**config.mk**
```make
export PLATFORM = sky130hd
export DESIGN_NAME = req10_arbiter
export DESIGN_NICKNAME = d
export VERILOG_FILES = /design/src/rtl/req10_arbiter.sv
export SDC_FILE = /design/constraint.sdc
export NUM_CORES = 1
export LEC_CHECK = 0
export BUFFER_PORTS_ARGS = -buffer_cell sky130_fd_sc_hd__buf_2
export CAP_MARGIN = 20
export CORE_MARGIN = 2
export CORE_UTILIZATION = 50
export DETAILED_ROUTE_END_ITERATION = 6
export PLACE_DENSITY = 0.75
export SKIP_LAST_GASP = 1
export SYNTH_ARGS = -nofsm -noshare
export SYNTH_HDL_FRONTEND = slang
export SYNTH_SLANG_ARGS = --single-unit
```
**constraint.sdc**
```tcl
create_clock -name clk -period 5.3 [get_ports clk]
set_input_delay 0 -clock clk [delete_from_list [all_inputs] [get_ports clk]]
set_output_delay 0 -clock clk [all_outputs]
set_load 0.005 [all_outputs]
```
**src/rtl/req10_arbiter.sv**
```systemverilog
// ----------------------------------------------------------------------------
// req10_arbiter : 10-way round-robin arbiter with a per-grant watchdog
// Revision      : 1.0
// ----------------------------------------------------------------------------
`default_nettype none

module req10_arbiter #(
  parameter int TIMEOUT = 255
) (
  input  logic       clk,
  input  logic       rst_n,
  input  logic [9:0] req,
  input  logic       done,
  output logic [9:0] grant,
  output logic [3:0] grant_id,
  output logic       busy,
  output logic       timeout
);

  localparam logic [7:0] C_TIMEOUT = 8'(TIMEOUT);
  localparam logic [3:0] C_NO_HOLDER = 4'hF;

  typedef enum logic [1:0] {
    ST_IDLE  = 2'd0,
    ST_GRANT = 2'd1,
    ST_GAP   = 2'd2
  } state_t;

  state_t     state_q, state_d;
  logic [3:0] ptr_q, ptr_d;
  logic [3:0] holder_q, holder_d;
  logic [7:0] wdog_q, wdog_d;
  logic [9:0] grant_q, grant_d;
  logic [3:0] grant_id_q, grant_id_d;
  logic       busy_q, busy_d;
  logic       timeout_q, timeout_d;

  logic [4:0] sel;
  logic [7:0] wdog_inc;
  logic       expire;
  logic       holder_req;

  // Returns {found, index} of the first set bit at or above p, wrapping 9 -> 0.
  function automatic logic [4:0] pick(input logic [9:0] r, input logic [3:0] p);
    logic [4:0] c;
    pick = 5'd0;
    for (int k = 9; k >= 0; k--) begin
      c = 5'(p) + 5'(k);
      if (c >= 5'd10) c = c - 5'd10;
      if (r[c[3:0]]) pick = {1'b1, c[3:0]};
    end
  endfunction

  always_comb begin
    sel        = pick(req, ptr_q);
    wdog_inc   = wdog_q + 8'd1;
    expire     = (wdog_inc == C_TIMEOUT);
    holder_req = req[holder_q];
  end

  always_comb begin
    state_d    = state_q;
    ptr_d      = ptr_q;
    holder_d   = holder_q;
    wdog_d     = wdog_q;
    grant_d    = grant_q;
    grant_id_d = grant_id_q;
    busy_d     = busy_q;
    timeout_d  = 1'b0;
    case (state_q)
      ST_IDLE: begin
        if (sel[4]) begin
          state_d    = ST_GRANT;
          holder_d   = sel[3:0];
          wdog_d     = 8'd0;
          grant_d    = 10'h001 << sel[3:0];
          grant_id_d = sel[3:0] + 4'd1;
          busy_d     = 1'b1;
        end
      end
      ST_GRANT: begin
        wdog_d = wdog_inc;
        if (done || !holder_req || expire) begin
          state_d    = ST_GAP;
          ptr_d      = (holder_q == 4'd9) ? 4'd0 : holder_q + 4'd1;
          grant_d    = 10'h000;
          grant_id_d = C_NO_HOLDER;
          busy_d     = 1'b0;
          // A normal release on the expiry cycle wins over the watchdog.
          timeout_d  = expire && !done && holder_req;
        end
      end
      ST_GAP: begin
        state_d = ST_IDLE;
      end
      default: begin
        state_d    = ST_IDLE;
        grant_d    = 10'h000;
        grant_id_d = C_NO_HOLDER;
        busy_d     = 1'b0;
      end
    endcase
  end

  always_ff @(posedge clk or negedge rst_n) begin
    if (!rst_n) begin
      state_q    <= ST_IDLE;
      ptr_q      <= 4'd0;
      holder_q   <= 4'd0;
      wdog_q     <= 8'd0;
      grant_q    <= 10'h000;
      grant_id_q <= C_NO_HOLDER;
      busy_q     <= 1'b0;
      timeout_q  <= 1'b0;
    end else begin
      state_q    <= state_d;
      ptr_q      <= ptr_d;
      holder_q   <= holder_d;
      wdog_q     <= wdog_d;
      grant_q    <= grant_d;
      grant_id_q <= grant_id_d;
      busy_q     <= busy_d;
      timeout_q  <= timeout_d;
    end
  end

  assign grant    = grant_q;
  assign grant_id = grant_id_q;
  assign busy     = busy_q;
  assign timeout  = timeout_q;

endmodule

`default_nettype wire

```
Word level (Yosys, flattened, before mapping)
Index checks and enable logic that the tools add are counted.
{"block": "op_classes", "n_lt_le_gt_ge": 21, "addsub": 22, "reduce_logical": 13, "shifts": 1, "muxes": 59, "bitwise_logic": 1, "eq_ne": 6}
{"op": "4-bit by 5-bit less-than comparator with 1-bit output (second input constant)", "count": 11}
{"op": "4-bit two-way mux", "count": 13}
{"op": "5-bit two-way mux", "count": 10}
{"op": "5-bit by 4-bit greater-or-equal comparator with 1-bit output (second input constant)", "count": 9}
{"op": "1-bit binary-select mux with 4-bit select", "count": 11}
{"op": "4-bit subtractor (second input constant)", "count": 10}
{"op": "10-bit one-hot mux with 3 select lines", "count": 1}
{"op": "4-bit by 3-bit adder with 5-bit output (second input constant)", "count": 4}
{"op": "10-bit two-way mux", "count": 2}
{"op": "8-bit one-hot mux with 2 select lines", "count": 1}
{"op": "1-bit two-way mux", "count": 15}
{"op": "4-bit one-hot mux with 3 select lines", "count": 1}
{"op": "4-bit by 2-bit adder with 5-bit output (second input constant)", "count": 2}
{"op": "4-bit by 4-bit adder with 5-bit output (second input constant)", "count": 2}
{"op": "1-bit by 4-bit left shift with 10-bit output (first input constant)", "count": 1}
{"op": "4-bit by 1-bit adder with 4-bit output (second input constant)", "count": 2}
{"op": "8-bit by 1-bit adder with 8-bit output (second input constant)", "count": 1}
{"op": "8-bit equality test (second input constant)", "count": 1}
{"op": "8-bit two-way mux", "count": 1}
{"op": "2-bit AND reduction", "count": 4}
{"op": "4-bit by 1-bit adder with 5-bit output (second input constant)", "count": 1}
{"op": "4-bit equality test (second input constant)", "count": 1}
{"op": "4-bit greater-or-equal comparator (second input constant)", "count": 1}
{"op": "2-bit two-way mux", "count": 2}
{"op": "other kinds (12)", "count": 16}
{"block": "totals", "reg_bits": 34, "out_inout_bits": 16, "in_bits": 13, "wordCells": 131}

Depth between registers and ports, before layout
{"block": "depth", "ltp_word": 18, "mapped_depth": 21, "ltp_nobuf": 16}

Least setup slack after synthesis
Ideal clock, no wire load.
{"block": "synth_timing", "kind": "reg2reg", "start": "register ptr_q[1]", "end": "register grant_id_q[2], in the netlist grant_id[2]", "path_stages_with_launch": 21, "synth_period_minus_slack_ps": 4607, "slack_ps": 693, "arrival_ps": 4532, "n_path_buf": 4, "t_required_ps": 5225, "setup_ps": 75, "path_cell_list": "dfrtp_1 -> buf_2 -> inv_2 -> ha_1 -> buf_2 -> inv_2 -> ha_1 -> clkbuf_1 -> mux4_2 -> nand2_1 -> nand2_1 -> mux2i_1 -> o22ai_1 -> nor4_2 -> nor3_1 -> mux2i_1 -> and2_1 -> buf_6 -> nor2_1 -> ha_1 -> a2bb2oi_1"}
{"block": "synth_between", "elab_chain_len": 18, "elab_cells_between_ends": 74, "cone_classes": "add/sub: 20; order compare: 10; eq/ne: 1; mux: 42; reduce/logical: 1"}
{"element": "start: declaration", "line_no": "30", "text": "logic [3:0] ptr_q, ptr_d;"}
{"element": "start signal: assignment", "line_no": "117", "text": "ptr_q <= ptr_d;"}
{"element": "4-bit by 4-bit adder with 5-bit output", "line_no": "48", "text": "c = 5'(p) + 5'(k);"}
{"element": "4-bit subtractor / 5-bit by 4-bit greater-or-equal comparator with 1-bit output (equally long branches)", "line_no": "49", "text": "if (c >= 5'd10) c = c - 5'd10;"}
{"element": "4-bit two-way mux", "line_no": "49"}
{"element": "1-bit binary-select mux with 4-bit select", "line_no": "50", "text": "if (r[c[3:0]]) pick = {1'b1, c[3:0]};"}
{"element": "1-bit two-way mux (not written as such)", "line_no": "50"}
{"element": "5-bit two-way mux (9 in a row)", "line_no": "50"}
{"element": "5-bit two-way mux *", "line_no": "50"}
{"element": "4-bit by 1-bit adder with 4-bit output", "line_no": "77", "text": "grant_id_d = sel[3:0] + 4'd1;"}
{"element": "4-bit two-way mux", "line_no": "72", "text": "if (sel[4]) begin"}
{"element": "4-bit one-hot mux with 3 select lines", "line_no": "70", "text": "case (state_q)"}
{"element": "end signal: assignment", "line_no": "121", "text": "grant_id_q <= grant_id_d;"}
{"element": "end: declaration", "line_no": "34", "text": "logic [3:0] grant_id_q, grant_id_d;"}
Every way passes the cells marked *; elsewhere a longest branch is shown, timed or not. The select of a mux whose other input is x is not followed.
A chain may end at the register's enable or synchronous reset.

Worst setup path in the final report
{"block": "layout_timing", "start": "register ptr_q[3]", "end": "register grant_q[7], in the netlist grant[7]"}
{"block": "layout_between", "elab_chain_len": 18, "elab_cells_between_ends": 74, "cone_classes": "add/sub: 19; order compare: 10; eq/ne: 1; shift: 1; mux: 42; reduce/logical: 1"}
{"element": "4-bit by 4-bit adder with 5-bit output", "line_no": "48"}
{"element": "4-bit subtractor / 5-bit by 4-bit greater-or-equal comparator with 1-bit output (equally long branches)", "line_no": "49"}
{"element": "4-bit two-way mux", "line_no": "49"}
{"element": "1-bit binary-select mux with 4-bit select", "line_no": "50"}
{"element": "1-bit two-way mux (not written as such)", "line_no": "50"}
{"element": "5-bit two-way mux (9 in a row)", "line_no": "50"}
{"element": "5-bit two-way mux *", "line_no": "50"}
{"element": "1-bit by 4-bit left shift with 10-bit output", "line_no": "76", "text": "grant_d = 10'h001 << sel[3:0];"}
{"element": "10-bit two-way mux", "line_no": "72"}
{"element": "10-bit one-hot mux with 3 select lines", "line_no": "70"}
{"element": "end signal: assignment", "line_no": "120", "text": "grant_q <= grant_d;"}
{"element": "end: declaration", "line_no": "33", "text": "logic [9:0] grant_q, grant_d;"}
Marked as above.

==> results_dict.tcl <==
set metrics [dict create \
    globalplace.congestion 1.01 \
    synthTopCellsByCount "nand2_1, o21ai_0, a21oi_1, nor2_1, dfrtp_1" \
    drt_iter0_markers 590 \
    syn_to_final_growth_pct 6.09 \
    synth_top_area_share_pct 15.7 \
    ys_types 88 \
    syn-cell-area_um2 4790 \
    final_cell_area_um2 5080 \
    synth_area_per_cell_um2 8.24 \
    antenna_cells 0 \
    min_period_ps 4790 \
    async_flop_share_pct 100 \
    reg2reg_depth 14 \
    initial_core_util_pct 51.6 \
    setup_viol 0 \
    wl_mm 14.6 \
    required_ps 5460 \
    h-tree-depth 2 \
    ant_nets 0 \
    nets 634 \
    first_pass_iters 6 \
    die-height_um 102 \
    yosysTopAreaCell "dfrtp_1" \
    status "complete, no violations" \
    antenna_found_initial 0 \
    crit_type "reg -> reg" \
    synth_area_leaders "dfrtp_1, ha_1, mux4_2, mux2i_1, nand2_1" \
    yosysSeqAreaShare_pct 17.9 \
    grt_pass1_vias 4631 \
    min_path_type "in -> reg" \
    max_cap_violations 0 \
    vias 4961 \
    clk_latency_ps 290 \
    tightest_slew_ps 794 \
    synth_warnings 0 \
    grt_pass1_wl_mm 23.4 \
    drive_gt1_share_pct 17.5 \
    cp-start-kind "register" \
    grt.total_usage_pct 28.3 \
    cts-root-buf "clkbuf_8" \
    synth-seq-cells 34 \
    hold_viol 0 \
    clock_skew_ps 17.0 \
    synth_nets 621 \
    clk_pin_slew_ps 80 \
    setup_ws_ps 507 \
    finalSetupTns_ps 0 \
    clockBufferDepth 2 \
    gr-total-overflow 0 \
    rows 35 \
    cts_tree "built" \
    clock-sinks 34 \
    synth_edf_count 0 \
    drc 0 \
    ys.flop_type "dfrtp_1" \
    yosysMostFrequentCell "nand2_1" \
    postCtsSetupRepairBufs 0 \
    via_per_inst 6.85 \
    pre_cts_ws_ps 533 \
    ioPinCount 29 \
    die-area_um2 10400 \
    path_max_fanout 14 \
    fillers 875 \
    relSlewSlack_pct 47.1 \
    core_um2 9280 \
    dpl.hpwl_mm 10.7 \
    fin_cells 724 \
    io_buffers 28 \
    rsz0062_at_grt "false" \
    crit_arrival_ps 4960 \
    dp_cells 714 \
    dpl_cell_area_um2 4970 \
    numCtsBuffers 5 \
    critPathCaptureType "register" \
    grt_max_degree 46 \
    die_w_um 102 \
    slew_viol_final 0 \
    fin_crit_sh_pct 90.4 \
    netlist_instances 581 \
    wl_per_cell_um 20.1 \
    hold_depth 4 \
    max_freq_mhz 209 \
]
==> state kept, by name, summed over array words and instances (netlist names) <==
signal / flops
busy: 1
wdog_q: 8
grant_id: 4
state_q: 2
grant: 10
holder_q: 4
ptr_q: 4
timeout: 1
==> cell usage in the layout (no fill, tap or decap), types with 13 or more instances in the layout <==
cell      count
o21ai_0      38
buf_2        28
a21oi_1      37
a211oi_1     14
inv_1        23
mux2i_1      21
mux2_2       13
nor2_1       37
nand2_1      53
dfrtp_1      30
ha_1         26
==> stage by stage <==
stage,hold slack [ps],util (%)
after global routing,325,54.7
after global placement,112,53.6
after detailed placement,124,53.6
after CTS,248,54.6
final,246,54.7
after floorplan,-296,-
==> per-layer routing <==
metal  up-vias  GRT usage (%)  wire [µm]
met2       317           44.9       6620
li1       2254              -          -
met4         0           11.4        600
met5         -              0          0
met1      2326           39.2       6070
met3        64           3.69       1290
==> critical path, cell delays in order, from the launching register on <==
cell	delay (ps)
dfrtp_1	740
inv_2	310
ha_1	370
and3b_1	200
o21ai_0	500
a211o_1	250
a31oi_1	140
or2_1	280
or4_1	490
o32ai_2	160
mux2i_1	350
and2_1	380
nor2_1	120
ha_1	200
a22o_1	200
==> cells by family (layout without fill, tap and decap cells) <==
| kind of cell | count (synthesis) | after routing | synth area share, % |
|---|---|---|---|
| AO/OA/AOI/OAI | 198 | 198 | 30.0 |
| XOR/XNOR | 19 | 19 | 4.18 |
| adder cells (fa/ha/maj) | 27 | 27 | 7.21 |
| buffers and inverters | 60 | 74 | 5.98 |
| flip-flops | 34 | 34 | 17.9 |
| multiplexers | 45 | 45 | 12.6 |
| AND/OR/NAND/NOR | 198 | 198 | 22.1 |
==> area by class of cell <==
cell class / count / area [µm²] / area share (%)
Timing Repair Buffer: 39 / 228 / 4.48
Tap cell: 129 / 161 / 3.18
Sequential cell: 34 / 856 / 16.8
Multi-Input combinational cell: 487 / 3650 / 71.9
Clock buffer: 8 / 80.1 / 1.58
Inverter: 27 / 101 / 1.99
==> path summary, 6_finish.rpt <==
path                                  start     endpoint  slack, ps
worst min-delay path                 req[8]      timeout        250
min in group asynchronous             rst_n     grant[2]        330
worst max-delay path               ptr_q[3]     grant[7]        510
worst max register to register     ptr_q[3]     grant[7]        510
max in group asynchronous             rst_n     grant[9]       4450
worst min register to register  grant_id[2]  grant_id[2]        470
==> timing repair <==
item | in CTS | in global routing
endpoints found under the setup margin | 0 | 6
hold buffers | 2 | 0
endpoints found under the hold margin | 31 | 0
gates resized for setup | 0 | 1
Power is not shown: default switching activity piles up to over one toggle a cycle in this logic, so the estimate is an artifact.
